--- src/rtl/fpu_mult_arb_pkg.sv ---
// Shared types and constants for the bfloat16 multiplier arbiter.
package fpu_mult_arb_pkg;

  typedef logic [15:0] bf16_t;

  localparam bf16_t BF16_QNAN = 16'h7FC0;
  localparam bf16_t BF16_ZERO = 16'h0000;
  localparam int    STAT_W    = 16;

endpackage

--- src/rtl/Mult.sv ---
// Combinational bfloat16 multiplier: round-to-nearest-even, subnormals flushed
// to zero, canonical quiet NaN for NaN inputs and inf*0.
module Mult
  import fpu_mult_arb_pkg::*;
(
  input  bf16_t a_i,
  input  bf16_t b_i,
  output bf16_t result_o
);

  logic              sign;
  logic [7:0]        ea, eb;
  logic [6:0]        ma, mb, man;
  logic [15:0]       prod;
  logic signed [9:0] exp_s;
  logic              guard, sticky, rnd;
  logic [7:0]        man_r;
  logic              nan_a, nan_b, inf_a, inf_b, zero_a, zero_b;

  always_comb begin
    sign   = a_i[15] ^ b_i[15];
    ea     = a_i[14:7];
    eb     = b_i[14:7];
    ma     = a_i[6:0];
    mb     = b_i[6:0];
    nan_a  = (ea == 8'hFF) && (ma != 7'd0);
    nan_b  = (eb == 8'hFF) && (mb != 7'd0);
    inf_a  = (ea == 8'hFF) && (ma == 7'd0);
    inf_b  = (eb == 8'hFF) && (mb == 7'd0);
    zero_a = (ea == 8'h00);
    zero_b = (eb == 8'h00);

    prod  = 16'({1'b1, ma}) * 16'({1'b1, mb});
    exp_s = $signed({2'b00, ea}) + $signed({2'b00, eb}) - 10'sd127;

    // Product of two 1.x significands lies in [1,4); normalise on the top bit.
    if (prod[15]) begin
      man    = prod[14:8];
      guard  = prod[7];
      sticky = |prod[6:0];
      exp_s  = exp_s + 10'sd1;
    end else begin
      man    = prod[13:7];
      guard  = prod[6];
      sticky = |prod[5:0];
    end

    rnd   = guard & (sticky | man[0]);
    man_r = {1'b0, man} + {7'd0, rnd};
    if (man_r[7]) begin
      exp_s = exp_s + 10'sd1;
    end

    if (nan_a || nan_b || (inf_a && zero_b) || (inf_b && zero_a)) begin
      result_o = BF16_QNAN;
    end else if (inf_a || inf_b) begin
      result_o = {sign, 8'hFF, 7'd0};
    end else if (zero_a || zero_b) begin
      result_o = {sign, 15'd0};
    end else if (exp_s >= 10'sd255) begin
      result_o = {sign, 8'hFF, 7'd0};
    end else if (exp_s <= 10'sd0) begin
      result_o = {sign, 15'd0};
    end else begin
      result_o = {sign, exp_s[7:0], man_r[6:0]};
    end
  end

endmodule

--- src/rtl/fpu_rr_arbiter.sv ---
// Combinational round-robin arbiter: first set request at or above ptr_i,
// wrapping modulo NUM_REQ.
module fpu_rr_arbiter #(
  parameter  int NUM_REQ = 4,
  localparam int ID_W    = $clog2(NUM_REQ)
) (
  input  logic [NUM_REQ-1:0] req_i,
  input  logic [ID_W-1:0]    ptr_i,
  input  logic               en_i,
  output logic [NUM_REQ-1:0] grant_o,
  output logic [ID_W-1:0]    idx_o
);

  localparam logic [ID_W:0] NUM_REQ_W = (ID_W+1)'(NUM_REQ);

  logic [ID_W:0] cand;
  logic          found;

  always_comb begin
    grant_o = '0;
    idx_o   = '0;
    found   = 1'b0;
    cand    = '0;
    for (int off = 0; off < NUM_REQ; off++) begin
      cand = {1'b0, ptr_i} + (ID_W+1)'(off);
      if (cand >= NUM_REQ_W) begin
        cand = cand - NUM_REQ_W;
      end
      if (en_i && !found && req_i[cand[ID_W-1:0]]) begin
        found                     = 1'b1;
        grant_o[cand[ID_W-1:0]]   = 1'b1;
        idx_o                     = cand[ID_W-1:0];
      end
    end
  end

endmodule

--- src/rtl/fpu_mult_arbiter.sv ---
// Shares one bf16 multiplier among NUM_REQ requesters with a one-entry result
// stage. Optional per-requester grant counters under FPU_MULT_ARB_STATS_EN.
module fpu_mult_arbiter
  import fpu_mult_arb_pkg::*;
#(
  parameter  int NUM_REQ = 4,
  localparam int ID_W    = $clog2(NUM_REQ)
) (
  input  logic                  clk_i,
  input  logic                  rst_ni,
  input  logic [NUM_REQ-1:0]    req_valid_i,
  output logic [NUM_REQ-1:0]    req_ready_o,
  input  bf16_t [NUM_REQ-1:0]   req_a_i,
  input  bf16_t [NUM_REQ-1:0]   req_b_i,
  output logic [NUM_REQ-1:0]    rsp_valid_o,
  input  logic [NUM_REQ-1:0]    rsp_ready_i,
  output bf16_t                 rsp_result_o,
  output logic                  busy_o
`ifdef FPU_MULT_ARB_STATS_EN
  ,
  input  logic                             stat_clr_i,
  output logic [NUM_REQ-1:0][STAT_W-1:0]   stat_grants_o
`endif
);

  localparam logic [ID_W-1:0] LAST_IDX = ID_W'(NUM_REQ - 1);

  logic [ID_W-1:0]    ptr_reg, owner_reg, grant_idx, ptr_next;
  logic               full_reg;
  bf16_t              result_reg, prod;
  logic [NUM_REQ-1:0] grant;
  logic               stage_free, arb_en, accept;

  // Drain and refill may happen in the same cycle.
  assign stage_free = !full_reg || rsp_ready_i[owner_reg];
  assign arb_en     = stage_free && rst_ni;

  fpu_rr_arbiter #(.NUM_REQ(NUM_REQ)) u_arb (
    .req_i   (req_valid_i),
    .ptr_i   (ptr_reg),
    .en_i    (arb_en),
    .grant_o (grant),
    .idx_o   (grant_idx)
  );

  assign accept      = |grant;
  assign req_ready_o = grant;
  assign ptr_next    = (grant_idx == LAST_IDX) ? '0 : grant_idx + 1'b1;

  Mult u_mult (
    .a_i      (req_a_i[grant_idx]),
    .b_i      (req_b_i[grant_idx]),
    .result_o (prod)
  );

  always_ff @(posedge clk_i or negedge rst_ni) begin
    if (!rst_ni) begin
      ptr_reg    <= '0;
      owner_reg  <= '0;
      full_reg   <= 1'b0;
      result_reg <= BF16_ZERO;
    end else if (accept) begin
      result_reg <= prod;
      owner_reg  <= grant_idx;
      ptr_reg    <= ptr_next;
      full_reg   <= 1'b1;
    end else if (stage_free) begin
      full_reg   <= 1'b0;
    end
  end

  always_comb begin
    rsp_valid_o = '0;
    if (full_reg) begin
      rsp_valid_o[owner_reg] = 1'b1;
    end
  end

  assign rsp_result_o = result_reg;
  assign busy_o       = full_reg;

`ifdef FPU_MULT_ARB_STATS_EN
  genvar gi;
  for (gi = 0; gi < NUM_REQ; gi++) begin : g_stat
    logic [STAT_W-1:0] cnt_reg;

    // A grant coinciding with a clear restarts the count at one.
    always_ff @(posedge clk_i or negedge rst_ni) begin
      if (!rst_ni) begin
        cnt_reg <= '0;
      end else if (stat_clr_i) begin
        cnt_reg <= grant[gi] ? STAT_W'(1) : '0;
      end else if (grant[gi] && (cnt_reg != '1)) begin
        cnt_reg <= cnt_reg + 1'b1;
      end
    end

    assign stat_grants_o[gi] = cnt_reg;
  end
`endif

endmodule

--- config.mk ---
export PLATFORM = sky130hd
export DESIGN_NAME = fpu_mult_arbiter
export DESIGN_NICKNAME = d
export VERILOG_FILES = /design/src/rtl/fpu_mult_arb_pkg.sv /design/src/rtl/Mult.sv /design/src/rtl/fpu_rr_arbiter.sv /design/src/rtl/fpu_mult_arbiter.sv
export SDC_FILE = /design/constraint.sdc
export NUM_CORES = 1
export LEC_CHECK = 0
export CAP_MARGIN = 20
export CORE_ASPECT_RATIO = 1.25
export CORE_UTILIZATION = 56
export DETAILED_ROUTE_END_ITERATION = 6
export PLACE_DENSITY = 0.95
export SYNTH_ARGS = -nofsm -noshare
export SYNTH_HDL_FRONTEND = slang
export SYNTH_SLANG_ARGS = --single-unit
--- constraint.sdc ---
create_clock -name clk_i -period 20.6 [get_ports clk_i]
set_clock_uncertainty 0.2 [all_clocks]
set_input_delay 4.12 -clock clk_i [delete_from_list [all_inputs] [get_ports clk_i]]
set_output_delay 4.12 -clock clk_i [all_outputs]
set_load 0.01 [all_outputs]
=== Word-level counts from Yosys, hierarchy flattened ===
Index checks and enable logic that the tools add are counted.

* Register bits after elaboration: 21
* Output and inout bits: 25
* Word-level logic and storage cells: 136

* $add $sub $neg: 13
* Multiply operators: 1
* $lt $le $gt $ge: 17
* Equality and inequality tests: 3
* Muxes and demuxes: 53
* Bitwise gates (word level): 6
* Reduce and logical (&&, ||, !) cells: 39

{| class="wikitable"
|+ Operators by type and width
! cell !! count
|-
| $bmux 16 s2 || 2
|-
| $mux 15 || 4
|-
| $mux 16 || 3
|-
| $add 10x2->10 const B || 2
|-
| $mux 10 || 2
|-
| $mux 4 || 5
|-
| $logic_and 1x1->1 || 19
|-
| $lt 2x3->1 const B || 6
|-
| $mux 2 || 9
|-
| $mux 1 || 17
|-
| $eq 8x8->1 const B || 2
|-
| $logic_not 8->1 || 2
|-
| $mul 8x8->16 || 1
|-
| $logic_not 7->1 || 2
|-
| $reduce_bool 7->1 || 2
|-
| $or 4x4->4 || 3
|-
| $bmux 1 s2 || 5
|-
| $demux 1 s2 || 5
|-
| $ge 10x9->1 const B || 1
|-
| $ge 2x1->1 const B || 5
|-
| $le 10x1->1 const B || 1
|-
| $sub 10x8->10 const B || 1
|-
| $add 8x8->9 || 1
|-
| $ge 3x3->1 const B || 3
|-
| 17 further kinds || 29
|}

=== Depth between registers and ports, before layout ===
Gate-level depths: netlist of run 1.

* Depth in word-level cells: 33
* Gate-level depth with buffers: 41

=== Modules after synthesis ===
A second synthesis of run 1 with hierarchy kept.

* Cells, all modules: 699
* Area, all modules: 6356.1 sq um

{| class="wikitable"
|+ By module, submodules not included
! module !! times used !! cells an instance !! area each (sq um)
|-
| Mult || 1 || 531 || 4052.6
|-
| fpu_mult_arbiter || 1 || 97 || 1666.6
|-
| fpu_rr_arbiter || 1 || 71 || 636.9
|}

=== Worst setup path after synthesis of run 1 ===
OpenSTA, ideal clock, no wires.

* Path kind: input-to-reg
* Start: in req_valid_i[2]
* End: reg result_reg[5], in the netlist rsp_result_o[5]
* Setup time: 0.121 ns
* Data arrival time: 12.103 ns
* Data required time: 20.279 ns
* Setup slack: 8.176 ns
* Stages: 31
* Buffers on the path: 3
* Cells stage by stage: mux4_2 > o211ai_1 > nand4_1 > buf_2 > buf_1 > mux2i_1 > mux2i_1 > and2_1 > fa_1 > fa_1 > fa_1 > inv_1 > fa_1 > inv_1 > ha_1 > nand3_1 > o21bai_4 > a211oi_4 > or3_1 > buf_4 > nand2_1 > xnor2_1 > ha_1 > inv_1 > nor3_1 > xnor3_1 > or3_1 > a211oi_1 > nand3b_1 > and4_4 > a22o_1

* Cells in the longest elaborated chain, start to end: 31
* Elaborated cells on any way between the ends: 78
* Those cells by class: add/sub: 5; mul: 1; order compare: 2; eq/ne: 2; mux: 33; bitwise: 5; reduce/logical: 30

{| class="wikitable"
|+ RTL lines
! item !! RTL line !! text
|-
| start: declaration || fpu_mult_arbiter.sv:11 || <nowiki>input logic [NUM_REQ-1:0] req_valid_i,</nowiki>
|-
| branches (longest 31 deep; another with $bmux 1 s2) || n/a ||
|-
| end signal: assignment || fpu_mult_arbiter.sv:63 || <nowiki>result_reg <= prod;</nowiki>
|-
| end: declaration || fpu_mult_arbiter.sv:30 || <nowiki>bf16_t result_reg, prod;</nowiki>
|}

Several ways; the timed one is not identified. The select of a mux whose other input is x is not followed.
A chain may end at the register's enable or synchronous reset.

=== Worst setup path in the final report of run 1 ===
* Start: in req_valid_i[3]
* End: reg result_reg[5], in the netlist rsp_result_o[5]

Same word-level chain as after synthesis.

==> results of run 1 <==
==> cells by family (layout without fill, tap and decap cells) <==
family,count (synthesis),in the layout,synth area share [%]
mux,63,63,10.8
compound gates,168,168,20.0
buf+inv,102,246,6.25
xor+xnor,46,46,6.96
flops,21,21,8.12
simple gates,339,339,26.5
fa+ha+maj,89,89,21.4
==> Yosys cell counts (3+ instances only) <==
library cell	n	share of area, %
a211o_1	5	0.68
a211oi_1	8	0.93
a21o_1	8	0.93
a21oi_1	23	1.8
a22o_1	6	0.81
a22oi_1	9	1.0
a31oi_1	22	2.1
and2_1	40	3.9
and3_1	5	0.48
and4_1	4	0.54
buf_1	6	0.35
buf_2	7	0.54
clkbuf_1	11	0.64
dfrtp_1	21	8.1
fa_1	36	11
ha_1	53	10
inv_1	73	4.2
mux2_2	16	2.8
mux2i_1	43	6.7
mux4_2	4	1.4
nand2_1	112	6.5
nand3_1	25	1.9
nand4_1	10	0.97
nor2_1	70	4.1
nor2b_1	4	0.39
nor3_1	24	1.9
nor4_1	5	0.48
o211ai_1	11	1.3
o21a_1	10	1.2
o21ai_0	18	1.4
o22ai_1	6	0.58
or2_2	3	0.29
or3_1	7	0.68
or4_1	5	0.58
xnor2_1	28	3.8
xor2_1	14	1.9
==> worst max-delay path by stage <==
stage / start / endpoint / slack [ns]
global placement: rst_ni / rsp_result_o[5] / 6.41
finish: req_valid_i[3] / rsp_result_o[5] / 6.50
floorplan: req_valid_i[2] / rsp_result_o[5] / 8.18
CTS: rst_ni / rsp_result_o[5] / 6.33
global route: req_valid_i[3] / rsp_result_o[3] / 5.85
detailed placement: rst_ni / rsp_result_o[5] / 6.18
==> cell type report <==
class / count / area share, %
Sequential cell: 21 / 6.34
Clock buffer: 3 / 0.906
Timing Repair Buffer: 167 / 20.2
Clock inverter: 1 / 0.0604
Multi-Input combinational cell: 705 / 67.0
Tap cell: 135 / 2.04
Inverter: 75 / 3.40
==> per-layer routing <==
layer / wire length [um] / vias to the layer above / track usage [%]
met5: 0 / - / 0
met4: 582 / 0 / 9.70
met3: 1750 / 56 / 4.59
met2: 8970 / 378 / 54.5
met1: 7800 / 3156 / 40.8
li1: - / 3242 / -
==> metrics by stage <==
stage	cells	setup WS, ns	util [%]
after floorplan	828	8.18	-
after global placement	1102	6.41	73.1
after detailed placement	1102	6.18	73.1
after CTS	1106	6.33	73.8
after global routing	1107	5.85	74.1
final	1107	6.50	74.1
==> cells in the final DEF, fill, tap and decap left out, types with 8 or more instances in the layout <==
cell	Yosys	routed
a211oi_1	8	8
nand4_1	10	10
inv_1	73	73
clkdlybuf4s50_1	0	162
a21o_1	8	8
o21ai_0	18	18
and2_1	40	40
nand3_1	25	25
a31oi_1	22	22
dfrtp_1	21	21
o211ai_1	11	11
mux2_2	16	16
o21a_1	10	10
nor3_1	24	24
nor2_1	70	70
xor2_1	14	14
mux2i_1	43	43
nand2_1	112	112
a22oi_1	9	9
a21oi_1	23	23
xnor2_1	28	28
ha_1	53	53
fa_1	36	36
==> flow_metrics.env, run 1 <==
export IMPL_detailedRoute_firstIterationViolations=491
export IMPL_final_layout_size_suffix_gt1_share_pct=6.89
export IMPL_largest_register_ffs=16
export IMPL_worstPathBufferInverterCount=7
export IMPL_worst_setup_path_start_kind="input port"
export IMPL_ys_types=95
export IMPL_clock_tree_root_cell="clkbuf_16"
export IMPL_ys_seq_area_share_pct=8.12
export IMPL_area_growth_pct=28.1
export IMPL_path_clk_slew_ns=0.06
export IMPL_drt_drc_violations_left=22
export IMPL_buffer_ports_inserted=162
export IMPL_dp_hpwl_um=15300
export IMPL_grt_remaining_overflow=0
export IMPL_count_of_flip_flops_with_a_built_in_enable_after_synthesis=0
export IMPL_cap_violations=0
export IMPL_finish_net_count=1200
export IMPL_final_setup_viol_count=0
export IMPL_chipHeight_um=122
export IMPL_first_pass_iters=7
export IMPL_synth_ff_type="dfrtp_1"
export IMPL_io_pin_count=163
export IMPL_timing_critical_path_to_type="flop"
export IMPL_antenna_cells=0
export IMPL_worst_hold_path_endpoint="rsp_result_o[4]"
export IMPL_critPathMaxFanout=60
export IMPL_final_seq_area_sq_um=526
export IMPL_slew_headroom_pct=20.2
export IMPL_critical_path_top_cell_by_count="inv_1"
export IMPL_post_cts_resize_count=0
export IMPL_r2r_setup_slack_ns=10.00
export IMPL_final_period_utilization_pct=68.5
export IMPL_initial_core_util_pct=57.8
export IMPL_syn_avg_cell_area_sq_um=7.81
export IMPL_synthCells=828
export IMPL_core_area_sq_mm=0.0112
export IMPL_dieWidth_um=98.1
export IMPL_async_flop_share_pct=100
export IMPL_vias=6832
export IMPL_cts_htree_levels=1
export IMPL_critical_path_slowest_cell="mux2i_1"
export IMPL_grt_max_degree=61
export IMPL_synth_yosys_warnings=0
export IMPL_crit_reg2reg_capture="rsp_result_o[5]"
export IMPL_multi_input_comb_area_sq_mm=0.00556
export IMPL_run_status="complete, but fails checks"
export IMPL_ys_seq_elements=21
export IMPL_grt_pass1_vias=6466
export IMPL_period_minus_slack_ns=14.10
export IMPL_floorplan_rows=43
export IMPL_cts_path_max_buffers=2
export IMPL_mappedNetlistArea_sq_mm=0.00647
export IMPL_cts_buffers=3
export IMPL_worstReg2RegStart="ptr_reg[0]"
export IMPL_grt_pass1_wl_um=30800
export IMPL_maxSlewViolCount=0
export IMPL_dpl_cell_area_sq_mm=0.00818
export IMPL_mappedNetlistNets=1055
export IMPL_totalNegativeSetupSlack_ns=0
export IMPL_post_route_cell_area_sq_mm=0.00829
export IMPL_die_area_sq_mm=0.0120
export IMPL_cts_tree="built"
export IMPL_required_ns=20.55
export IMPL_critical_path_class="input port to flop"
export IMPL_number_of_antenna_violations_at_the_first_check_in_global_routing=0
export IMPL_fmaxAchievable_ghz=0.0709
export IMPL_fillCellCount=779
export IMPL_final_count_of_hold_timing_violations=0
export IMPL_rsz0062_at_grt="false"
export IMPL_grt_use_total_pct=31.5
export IMPL_postRouteAntennaNets=0
export IMPL_post_drt_via_cell_ratio=6.17
export IMPL_cts_num_sinks=21
export IMPL_worst_hold_path_num_cells=1
export IMPL_avgRoutedWirePerCell_um=17.3
export IMPL_critical_path_arrival_ns=14.05
export IMPL_min_delay_path_class="flop to flop"
export IMPL_ff2ff_path_depth=34
export IMPL_crit_path_max_delay_family="adder cells"
export IMPL_violated_checks="design-rule violations"
export IMPL_later_pin_clock_latency_in_the_skew_report_ns=0.26
export IMPL_postCtsSetupRepairBufs=0
export IMPL_min_from="rsp_result_o[4]"
export IMPL_tightestPinTransition_ns=1.19
export IMPL_cts_hold_buffers=0
export IMPL_critical_path_cell_count=33
export IMPL_finalWirelength_um=19100
export IMPL_crit_path_max_incr_delay_ns=0.72
export IMPL_gp_congestion=0.938
export IMPL_finalHoldWorstSlack_ns=0.314
Power of run 1 is not shown: default switching activity piles up to over one toggle a cycle in this logic, so the estimate is an artifact.
==> inputs of run 2 (changes only) <==
CORE_UTILIZATION = 52   (was 56)
PLACE_DENSITY = 0.89   (was 0.95)
clock period = 13.7 ns   (was 20.6 ns; I/O delays follow)
==> run 2 against run 1 <==
Effect of this change: the run now ends clean; core utilization decreased by 5.5 points; worst setup slack got worse by 5.2 ns; register-to-register slack got worse by 6.9 ns; cell area increased by 0.54%; clock-buffer cell count increased by 1; sequential cell count unchanged; first-iteration DRC count decreased by 16%; via count decreased by 1.0%; non-clock buffer count increased by 2; cell count increased by 2.8%; die area increased by 7.5%; critical path depth decreased by 1; largest cell class unchanged.
==> flow_metrics.env, run 2 (synthesis gave the netlist of run 1 again) <==
export IMPL_met1_global_route_usage_pct=38.1
export IMPL_cts_hold_buffers=0
export IMPL_cts_num_sinks=21
export IMPL_required_ns=13.64
export IMPL_critical_path_arrival_ns=12.38
export IMPL_finalWirelength_um=19100
export IMPL_cts_htree_levels=1
export IMPL_detailedRoute_firstIterationViolations=412
export IMPL_die_area_sq_mm=0.0129
export IMPL_core_area_sq_mm=0.0122
export IMPL_timing_critical_path_to_type="flop"
export IMPL_cts_tree="built"
export IMPL_gp_congestion=0.944
export IMPL_most_frequent_cells_in_the_layout="clkdlybuf4s50_1, nand2_1, inv_1"
export IMPL_path_clk_slew_ns=0.06
export IMPL_grt_max_degree=81
export IMPL_cap_violations=0
export IMPL_chipHeight_um=127
export IMPL_critical_path_class="input port to flop"
export IMPL_final_setup_viol_count=0
export IMPL_maxSlewViolCount=0
export IMPL_finish_net_count=1202
export IMPL_io_pin_count=163
export IMPL_period_minus_slack_ns=12.44
export IMPL_dp_hpwl_um=15700
export IMPL_cts_buffers=3
export IMPL_initial_core_util_pct=53.2
export IMPL_totalNegativeSetupSlack_ns=0
export IMPL_clock_tree_root_cell="clkbuf_16"
export IMPL_grt_remaining_overflow=0
export IMPL_largest_register_ffs=16
export IMPL_area_growth_pct=28.8
export IMPL_worst_setup_path_start_kind="input port"
export IMPL_final_count_of_hold_timing_violations=0
export IMPL_floorplan_rows=45
export IMPL_avgRoutedWirePerCell_um=16.8
export IMPL_postCtsSetupRepairBufs=0
export IMPL_grt_use_total_pct=29.8
export IMPL_final_layout_size_suffix_gt1_share_pct=6.98
export IMPL_final_period_utilization_pct=90.8
export IMPL_antenna_cells=0
export IMPL_critical_path_slowest_cell="mux4_2"
export IMPL_post_drt_via_cell_ratio=5.94
export IMPL_number_of_antenna_violations_at_the_first_check_in_global_routing=0
export IMPL_cts_path_max_buffers=2
export IMPL_grt_pass1_wl_um=30800
export IMPL_dieWidth_um=102
export IMPL_tightestPinTransition_ns=1.03
export IMPL_rsz0062_at_grt="false"
export IMPL_buffer_ports_inserted=162
export IMPL_later_pin_clock_latency_in_the_skew_report_ns=0.25
export IMPL_grt_util_met3_pct=4.02
export IMPL_fmaxAchievable_ghz=0.0804
export IMPL_global_route_usage_met2_pct=50.8
export IMPL_fillCellCount=970
export IMPL_global_route_peak_usage_layer="met2"
export IMPL_drt_drc_violations_left=0
export IMPL_vias=6762
export IMPL_critPathMaxFanout=80
export IMPL_mostFrequentLayoutCell="clkdlybuf4s50_1"
export IMPL_crit_path_max_incr_delay_ns=0.57
export IMPL_slew_headroom_pct=30.6
export IMPL_postRouteAntennaNets=0
export IMPL_post_cts_resize_count=0
export IMPL_grt_pass1_vias=6568
export IMPL_min_delay_path_class="flop to flop"
export IMPL_first_pass_iters=5
export IMPL_critical_path_top_cell_by_count="fa_1"
export IMPL_run_status="complete, no violations"
[run 2: routing by layer]
layer	vias to the layer above	wire length, um
li1	3253	-
met3	45	1750
met4	0	577
met5	-	0
met1	3133	7880
met2	331	8920
[run 2: metrics by stage]
stage,utilization [%],instances,setup slack [ns],hold WS (ns),area [sq um]
after floorplan,-,828,2.66,0.276,6470
after global placement,67.8,1133,1.32,0.282,8250
after detailed placement,67.9,1134,1.09,0.276,8250
after CTS,68.5,1138,1.33,0.304,8330
after global routing,68.5,1138,0.632,0.352,8330
final,68.5,1138,1.26,0.311,8330
[run 2: layout make-up]
cell class	count	area (sq um)	area share (%)
clock buffer	4	78.8	0.946
multi-input combinational	705	5560	66.7
inverter	75	282	3.38
tap	164	205	2.46
sequential	21	526	6.31
timing repair buffer	169	1690	20.2
[run 2: worst max-delay path, delay by kind of cell]
family / cells / cell delay, ns
AO/OA/AOI/OAI: 6 / 1.75
AND/OR/NAND/NOR: 10 / 2.38
multiplexers: 1 / 0.57
adder cells (fa/ha/maj): 6 / 2.72
XOR/XNOR: 2 / 0.75
buffers and inverters: 7 / 1.41
[run 2: worst paths after layout]
path,start,slack (ns),cells past startpoint,endpoint
worst min register to register,rsp_result_o[1],0.31,2,rsp_result_o[1]
max in group asynchronous,rst_ni,10.44,2,rsp_result_o[1]
worst max-delay path,req_valid_i[3],1.26,32,rsp_result_o[3]
worst max register to register,ptr_reg[0],3.15,33,rsp_result_o[3]
min in group asynchronous,rst_ni,2.64,2,owner_reg[1]
worst min-delay path,rsp_result_o[1],0.31,2,rsp_result_o[1]
Power of run 2 is left out for the same reason.
==> inputs of run 3 (changes only) <==
HOLD_SLACK_MARGIN = 0.12   (was unset)
==> results of run 3 <==
No change in the layout: final DEF, timing and power equal those of run 2.
Power of run 3 is left out for the same reason.
